$ cat src/rtl/mem_arbiter.sv
// Shares one memory4c port between I- and D-side cache controllers: 8-word block fills and D-side single-word writes.
// Define ROUND_ROBIN_EN for alternating priority on contested requests; otherwise D beats I.
module mem_arbiter #(
  parameter int BLOCK_WORDS = 8,
  parameter int ADDR_W      = 16,
  parameter int DATA_W      = 16
) (
  input  logic              clk,
  input  logic              rst,
  input  logic              i_req,
  input  logic [ADDR_W-1:0] i_addr,
  input  logic              d_req,
  input  logic              d_wr,
  input  logic [ADDR_W-1:0] d_addr,
  input  logic [DATA_W-1:0] d_wdata,
  output logic              i_grant,
  output logic              d_grant,
  output logic              i_fill_valid,
  output logic              d_fill_valid,
  output logic [ADDR_W-1:0] fill_addr,
  output logic [DATA_W-1:0] fill_data,
  output logic              i_done,
  output logic              d_done,
  output logic [ADDR_W-1:0] mem_addr,
  output logic              mem_enable,
  output logic              mem_wr,
  output logic [DATA_W-1:0] mem_wdata,
  input  logic [DATA_W-1:0] mem_rdata,
  input  logic              mem_data_valid
);

  localparam int CW = $clog2(BLOCK_WORDS) + 1;
  localparam logic [ADDR_W-1:0] LINE_MASK = ADDR_W'(BLOCK_WORDS * 2 - 1);

  typedef enum logic [1:0] {IDLE, FILL, WRITE, DONE} state_t;

  state_t            state_q, state_d;
  logic              own_d_q, own_d_d;   // 1 = D side owns the transaction
  logic              wr_q, wr_d;
  logic [ADDR_W-1:0] base_q, base_d;
  logic [ADDR_W-1:0] waddr_q, waddr_d;
  logic [DATA_W-1:0] wdata_q, wdata_d;
  logic [CW-1:0]     k_q, k_d;
  logic [CW-1:0]     r_q, r_d;
  logic [ADDR_W-1:0] faddr_q;
  logic [DATA_W-1:0] fdata_q;
  logic              pick_d;
  logic              fill_hit;
`ifdef ROUND_ROBIN_EN
  logic              rr_q, rr_d;         // 1 = D has priority
`endif

  assign fill_hit = (state_q == FILL) && mem_data_valid;

  always_comb begin
    state_d      = state_q;
    own_d_d      = own_d_q;
    wr_d         = wr_q;
    base_d       = base_q;
    waddr_d      = waddr_q;
    wdata_d      = wdata_q;
    k_d          = k_q;
    r_d          = r_q;
    i_grant      = 1'b0;
    d_grant      = 1'b0;
    i_fill_valid = 1'b0;
    d_fill_valid = 1'b0;
    i_done       = 1'b0;
    d_done       = 1'b0;
    mem_addr     = '0;
    mem_enable   = 1'b0;
    mem_wr       = 1'b0;
    mem_wdata    = '0;
`ifdef ROUND_ROBIN_EN
    rr_d         = rr_q;
    pick_d       = d_req && (!i_req || rr_q);
`else
    pick_d       = d_req;
`endif

    case (state_q)
      IDLE: begin
        if (d_req || i_req) begin
          own_d_d = pick_d;
          wr_d    = pick_d && d_wr;
          base_d  = (pick_d ? d_addr : i_addr) & ~LINE_MASK;
          waddr_d = d_addr;
          wdata_d = d_wdata;
          k_d     = '0;
          r_d     = '0;
          state_d = (pick_d && d_wr) ? WRITE : FILL;
`ifdef ROUND_ROBIN_EN
          // Pointer moves only on contention, so a lone requester never shifts priority.
          if (d_req && i_req) rr_d = !pick_d;
`endif
        end
      end
      FILL: begin
        i_grant = !own_d_q;
        d_grant = own_d_q;
        if (k_q < CW'(BLOCK_WORDS)) begin
          mem_enable = 1'b1;
          mem_addr   = base_q + (ADDR_W'(k_q) << 1);
          k_d        = k_q + 1'b1;
        end
        if (fill_hit) begin
          r_d          = r_q + 1'b1;
          i_fill_valid = !own_d_q;
          d_fill_valid = own_d_q;
          if (r_q == CW'(BLOCK_WORDS - 1)) begin
            i_done  = !own_d_q;
            d_done  = own_d_q;
            state_d = DONE;
          end
        end
      end
      WRITE: begin
        d_grant    = 1'b1;
        mem_enable = 1'b1;
        mem_wr     = 1'b1;
        mem_addr   = waddr_q;
        mem_wdata  = wdata_q;
        state_d    = DONE;
      end
      DONE: begin
        d_done  = wr_q;
        state_d = IDLE;
      end
      default: state_d = IDLE;
    endcase

    fill_addr = fill_hit ? base_q + (ADDR_W'(r_q) << 1) : faddr_q;
    fill_data = fill_hit ? mem_rdata : fdata_q;
  end

  always_ff @(posedge clk or posedge rst) begin
    if (rst) begin
      state_q <= IDLE;
      own_d_q <= 1'b0;
      wr_q    <= 1'b0;
      base_q  <= '0;
      waddr_q <= '0;
      wdata_q <= '0;
      k_q     <= '0;
      r_q     <= '0;
      faddr_q <= '0;
      fdata_q <= '0;
`ifdef ROUND_ROBIN_EN
      rr_q    <= 1'b1;
`endif
    end else begin
      state_q <= state_d;
      own_d_q <= own_d_d;
      wr_q    <= wr_d;
      base_q  <= base_d;
      waddr_q <= waddr_d;
      wdata_q <= wdata_d;
      k_q     <= k_d;
      r_q     <= r_d;
      faddr_q <= fill_addr;
      fdata_q <= fill_data;
`ifdef ROUND_ROBIN_EN
      rr_q    <= rr_d;
`endif
    end
  end

endmodule

$ cat config.mk
export PLATFORM = sky130hd
export DESIGN_NAME = mem_arbiter
export DESIGN_NICKNAME = d
export VERILOG_FILES = /design/src/rtl/mem_arbiter.sv
export SDC_FILE = /design/constraint.sdc
export NUM_CORES = 1
export LEC_CHECK = 0
export CAP_MARGIN = 20
export CORE_ASPECT_RATIO = 0.75
export CORE_MARGIN = 2
export CORE_UTILIZATION = 45
export CTS_CLUSTER_DIAMETER = 50
export DETAILED_ROUTE_END_ITERATION = 8
export GPL_TIMING_DRIVEN = 0
export HOLD_SLACK_MARGIN = 0.08
export MAX_ROUTING_LAYER = met4
export PLACE_DENSITY = 0.79
export SETUP_SLACK_MARGIN = 0.5
export SLEW_MARGIN = 20
export SYNTH_ARGS = -nofsm -noshare
export SYNTH_HDL_FRONTEND = slang
export SYNTH_SLANG_ARGS = --single-unit
export TNS_END_PERCENT = 20
$ cat constraint.sdc
create_clock -name clk -period 3.5 [get_ports clk]
set_clock_uncertainty 0.15 [all_clocks]
set_input_delay 0.35 -clock clk [delete_from_list [all_inputs] [get_ports clk]]
set_output_delay 0.35 -clock clk [all_outputs]
set_load 0.1 [all_outputs]
# [After elaboration in Yosys (flattened, before gate mapping)]
# Cells that the tools add are included.
[word_totals] elab_cells=64 regBits=88 out_inout_bits=72 in_bits=70
[classes] eq_ne=8 mux=31 add_sub_neg=4 order_cmp=1 n_reduce_logical=10
[op_table] op="$mux 16" n=5
[op_table] op="$add 16x5->16" n=2
[op_table] op="$pmux 16 s2" n=1
[op_table] op="$pmux 4 s2" n=2
[op_table] op="$mux 1" n=12
[op_table] op="$mux 4" n=3
[op_table] op="$reduce_and 3->1" n=3
[op_table] op="$add 4x1->4 const B" n=2
[op_table] op="$mux 2" n=4
[op_table] op="$pmux 2 s4" n=1
[op_table] op="$pmux 1 s2" n=3
[op_table] op="$eq 2x2->1 const B" n=2
[op_table] op="$eq 4x3->1 const B" n=1
[op_table] op="$lt 4x4->1 const B" n=1
[op_table] op="$ne 2x1->1 const B" n=2
[op_table] op="$ne 2x2->1 const B" n=2
[op_table] op="$eq 2x1->1 const B" n=1
[op_table] op="$logic_and 1x1->1" n=2
[op_table] op="$logic_not 2->1" n=1
[op_table] op="$reduce_and 2->1" n=1
[op_table] op="$reduce_bool 2->1" n=1
[op_table] op="$logic_not 1->1" n=1
[op_table] op="$logic_or 1x1->1" n=1

# [Longest topological paths before layout]
[depth] depth_word=4 depth_mapped=8 depth_no_buf=6

# [Worst setup path after synthesis]
# OpenSTA, ideal clock, no wires.
[synth_path] path_type="flip-flop to output port" startpoint="register state_q[0]" endpoint="output port mem_addr[12]" stages_incl_launch_ff=6 slack_ns=-0.761 arrival_ns=3.761 cell_sequence="dfrtp_1 -> inv_1 -> ha_1 -> clkbuf_1 -> a211oi_1 -> nor3_1"
[synth_between] elab_chain_cells=2
[synth_lines] element="start, declared" line="37" text="state_t state_q, state_d;"
[synth_lines] element="start signal, assigned" line="152" text="state_q <= state_d;"
[synth_lines] element="$eq 2x2->1 or $eq 2x1->1 (tied branches)" line="81" text="case (state_q)"
[synth_lines] element="$pmux 16 s2 *" line="81"
[synth_lines] element="end, declared" line="24" text="output logic [ADDR_W-1:0] mem_addr,"
# Every way passes the cells marked *; elsewhere a longest branch is shown, timed or not.

# [Worst setup path after layout]
[layout_path] startpoint="register state_q[1]" endpoint="output port fill_data[5]"
[layout_between] elab_chain_cells=3
[layout_lines] element="$eq 2x1->1" line="53" text="assign fill_hit = (state_q == FILL) && mem_data_valid;"
[layout_lines] element="$logic_and 1x1->1" line="53"
[layout_lines] element="$mux 16" line="133" text="fill_data = fill_hit ? mem_rdata : fdata_q;"
[layout_lines] element="end, declared" line="21" text="output logic [DATA_W-1:0] fill_data,"
# Every way passes these cells.

==> impl_metrics.prom <==
# TYPE chip_impl_metric gauge
chip_impl_metric{name="grt_first_pass_wirelength",unit="um"} 17700
chip_impl_metric{name="vias",unit=""} 3479
chip_impl_metric{name="grt_pass1_vias",unit=""} 3466
chip_impl_info{name="ys_dominant_reg_cell",value="dfrtp_1"} 1
chip_impl_metric{name="cp_max_fo",unit=""} 10
chip_impl_info{name="regToRegStartpoint",value="state_q[0]$_DFFE_PP0P_"} 1
chip_impl_metric{name="worstPathArrival",unit="ns"} 2.60
chip_impl_metric{name="synth.avg_cell_area",unit="sq um"} 11.3
chip_impl_metric{name="drt-vias-per-instance",unit=""} 5.34
chip_impl_metric{name="floorplan.die.height",unit="um"} 87.6
chip_impl_metric{name="final_net_count",unit=""} 597
chip_impl_metric{name="syn2layout_area_growth",unit="%"} 43.7
chip_impl_metric{name="final-max-slew-violation-count",unit=""} 0
chip_impl_metric{name="whs_path_depth",unit=""} 3
chip_impl_metric{name="post-synth-top-area-fraction",unit="%"} 52.5
chip_impl_metric{name="final_period_minus_worst_setup_slack",unit="ns"} 3.10
chip_impl_metric{name="postSynthCellCount",unit=""} 372
chip_impl_metric{name="final_wl",unit="um"} 11300
chip_impl_metric{name="clkTransAtPathRegs",unit="ns"} 0.06
chip_impl_metric{name="number_of_setup_violations_in_the_final_report",unit=""} 0
chip_impl_info{name="yosys.cell_count.top_type",value="dfrtp_1"} 1
chip_impl_info{name="cts_tree",value="yes"} 1
chip_impl_metric{name="place.detailed.hpwl",unit="um"} 8320
chip_impl_metric{name="cap_viol_max_count",unit=""} 0
chip_impl_metric{name="measured_slew_at_the_worst_slew_check_pin",unit="ns"} 0.970
chip_impl_metric{name="remaining_drc_errors",unit=""} 0
chip_impl_metric{name="synth_sequential_area_ratio",unit="%"} 52.5
chip_impl_metric{name="synth-async-reset-ratio",unit="%"} 100
chip_impl_info{name="setup_repair_after_global_routing_missed_its_margin",value="yes"} 1
chip_impl_metric{name="route.antenna.remaining_nets",unit=""} 0
chip_impl_metric{name="floorplan.initialDensity",unit="%"} 46.3
chip_impl_metric{name="core",unit="sq um"} 9050
chip_impl_metric{name="avgRoutedWirePerCell",unit="um"} 17.3
chip_impl_metric{name="required",unit="ns"} 3.00
chip_impl_info{name="criticalPathCategory",value="reg -> out"} 1
chip_impl_metric{name="cts_htree_levels",unit=""} 3
chip_impl_metric{name="syn_nets",unit=""} 450
chip_impl_metric{name="cts_buffers",unit=""} 9
chip_impl_metric{name="ctsHoldBuffers",unit=""} 0
chip_impl_metric{name="io_buffer_count",unit=""} 135
chip_impl_metric{name="clock_tree.buffer_depth",unit=""} 2
chip_impl_info{name="synth.area.top_cells",value="dfrtp_1 (53%), mux2_2 (15%), o21ai_0 (3.5%)"} 1
chip_impl_metric{name="dpl.cell_count",unit=""} 636
chip_impl_metric{name="drt_pass1_iterations",unit=""} 4
chip_impl_metric{name="final_min_period_over_clock_period",unit="%"} 88.4
chip_impl_metric{name="layout-drive-gt1-share",unit="%"} 31.9
chip_impl_metric{name="grt_start_max_net_pins",unit=""} 56
chip_impl_info{name="worst_setup_path_end_kind",value="output pin"} 1
chip_impl_metric{name="area_of_the_die",unit="sq um"} 10100
chip_impl_info{name="hold_path.startpoint",value="d_req"} 1
chip_impl_metric{name="globalRoute.totalOverflow",unit=""} 0
chip_impl_metric{name="gp_routability_congestion",unit=""} 0.830
chip_impl_info{name="setup.worst_path.start_class",value="flip-flop"} 1
chip_impl_metric{name="worst_r2r_path_depth",unit=""} 5
chip_impl_metric{name="worstSkewPairLatency",unit="ns"} 0.33
chip_impl_metric{name="fp_rows",unit=""} 30
chip_impl_info{name="synth.top_cells.by_count",value="dfrtp_1 (88), mux2_2 (54), nand2_1 (36)"} 1
chip_impl_metric{name="warnings_synthesis",unit=""} 0
chip_impl_metric{name="finalHoldViolations",unit=""} 0
chip_impl_metric{name="die_width",unit="um"} 115
chip_impl_metric{name="antenna_found_initial",unit=""} 0
chip_impl_metric{name="netlist-cell-type-count",unit=""} 37
chip_impl_info{name="netlist.top_cell.by_area",value="dfrtp_1"} 1
chip_impl_metric{name="grt_usage",unit="%"} 23.6
chip_impl_info{name="status",value="complete, no violations"} 1
chip_impl_metric{name="antenna-diode-count",unit=""} 0
chip_impl_metric{name="clock-sinks",unit=""} 88
chip_impl_info{name="hold_path.class",value="in -> reg"} 1
chip_impl_info{name="worst_hold_path_ep",value="wr_q$_DFFE_PP0P_"} 1
chip_impl_metric{name="fmax",unit="MHz"} 323
chip_impl_metric{name="synth-seq-cells",unit=""} 88
chip_impl_metric{name="total_standard_cell_area_after_synthesis",unit="sq um"} 4190
chip_impl_metric{name="timing.slew.headroom",unit="%"} 35.1
chip_impl_metric{name="final-instance-count-excl-fill",unit=""} 652
chip_impl_info{name="reg2reg_to",value="k_q[1]$_DFFE_PP0P_"} 1
chip_impl_metric{name="ios",unit=""} 142
chip_impl_metric{name="drt-initial-drc-count",unit=""} 238
chip_impl_metric{name="setup_ws",unit="ns"} 0.405
chip_impl_info{name="cts.root.buffer_cell",value="clkbuf_16"} 1
chip_impl_metric{name="synth_edf_count",unit=""} 0
chip_impl_metric{name="r2r_setup_slack",unit="ns"} 1.34
chip_impl_metric{name="dp_worst_setup_slack",unit="ns"} -0.0333
[layer usage]
| layer | part of all wire (%) | track usage (%) | vias up |
|---|---|---|---|
| li1 | - | - | 1587 |
| met1 | 46 | 32.6 | 1771 |
| met2 | 48 | 36.2 | 113 |
| met3 | 5.0 | 5.12 | 8 |
| met4 | 0.97 | 5.15 | 0 |
| met5 | 0 | - | - |
[flip-flops by register name, summed over array words and instances, names as in the netlist, 2 cells and up]
name     cells
base_q      12
waddr_q     16
state_q      2
k_q          4
faddr_q     16
fdata_q     16
wdata_q     16
r_q          4
[final cells by class]
class / count / area (sq um)
clock inverters: 2 / 12.5
inverters: 6 / 25.0
well taps: 128 / 160
repair buffers: 136 / 1340
clock buffers: 14 / 274
plain buffers: 23 / 111
fillers: 712 / 3020
flip-flops and latches: 88 / 2200
multi-input cells: 255 / 1900
[metrics by stage]
step	cell area (sq um)	TNS (ns)	hold slack, ns	util (%)
CTS	6070	0	0.253	67.1
global route	6020	0	0.286	66.6
floorplan	4230	-3.86	0.297	-
finish	6020	0	0.264	66.6
global placement	5740	-59.91	0.316	63.4
detailed placement	5770	-0.113	0.317	63.7
[placed cells by master, fill, tap and decap left out, drive strengths merged]
cell type / n
clkinvlp: 1
xnor2: 8
dlymetal6s2s: 1
nor2: 23
and3: 2
o31a: 1
a211oi: 1
a22o: 8
mux2: 55
o22ai: 1
a21oi: 4
clkdlybuf4s15: 40
clkinv: 2
o21ai: 30
buf: 32
xor2: 2
nand4: 4
nand3: 6
nor4: 1
nor2b: 4
nor3: 10
clkdlybuf4s50: 65
clkbuf: 32
nand2: 36
dfrtp: 88
ha: 8
and2: 19
o21bai: 1
mux2i: 13
a22oi: 12
inv: 5
nand2b: 1
a21o: 3
dlygate4sd2: 3
nor3b: 1
a221oi: 1
[worst max path at each step]
stage,to,slack [ns],cells past startpoint,from
5_1_grt,d_done,0.24,6,state_q[1]$_DFFE_PP0P_
2_1_floorplan,faddr_q[13]$_DFF_PP0_,-0.27,6,state_q[1]$_DFFE_PP0P_
4_1_cts,i_fill_valid,0.24,6,state_q[1]$_DFFE_PP0P_
3_5_place_dp,mem_addr[6],-0.03,7,state_q[0]$_DFFE_PP0P_
3_3_place_gp,wdata_q[10]$_DFFE_PP0P_,-0.68,2,rst
6_report,fill_data[5],0.40,7,state_q[1]$_DFFE_PP0P_
[cell families (layout without fill, tap and decap cells)]
| logic type | after synthesis | in the layout | share of synthesized area [%] |
|---|---|---|---|
| adders and majority gates | 8 | 8 | 2.39 |
| muxes | 68 | 68 | 18.0 |
| and+or+nand+nor | 107 | 107 | 12.6 |
| buffers and inverters | 29 | 181 | 3.01 |
| DFF | 88 | 88 | 52.5 |
| xor gates and xnor gates | 10 | 10 | 2.09 |
| AOI/OAI and AO/OA | 62 | 62 | 9.37 |
[what timing repair did]
item                                    CTS  global route
gates resized for setup                 236            48
buffers inserted                          0             0
endpoints found under the setup margin   71            71
[worst max-delay path, cell delays in order, from the launching register on]
cell and delay (ns):
dfrtp_1 0.40, inv_1 0.08, ha_1 0.17, buf_2 0.16, nand2_1 0.27, buf_2 0.32
mux2_2 0.38, clkdlybuf4s15_2 0.47
Power is left out: the tool's default activity adds up to more than one toggle a clock period on the data nets, which glitch-free logic cannot reach.
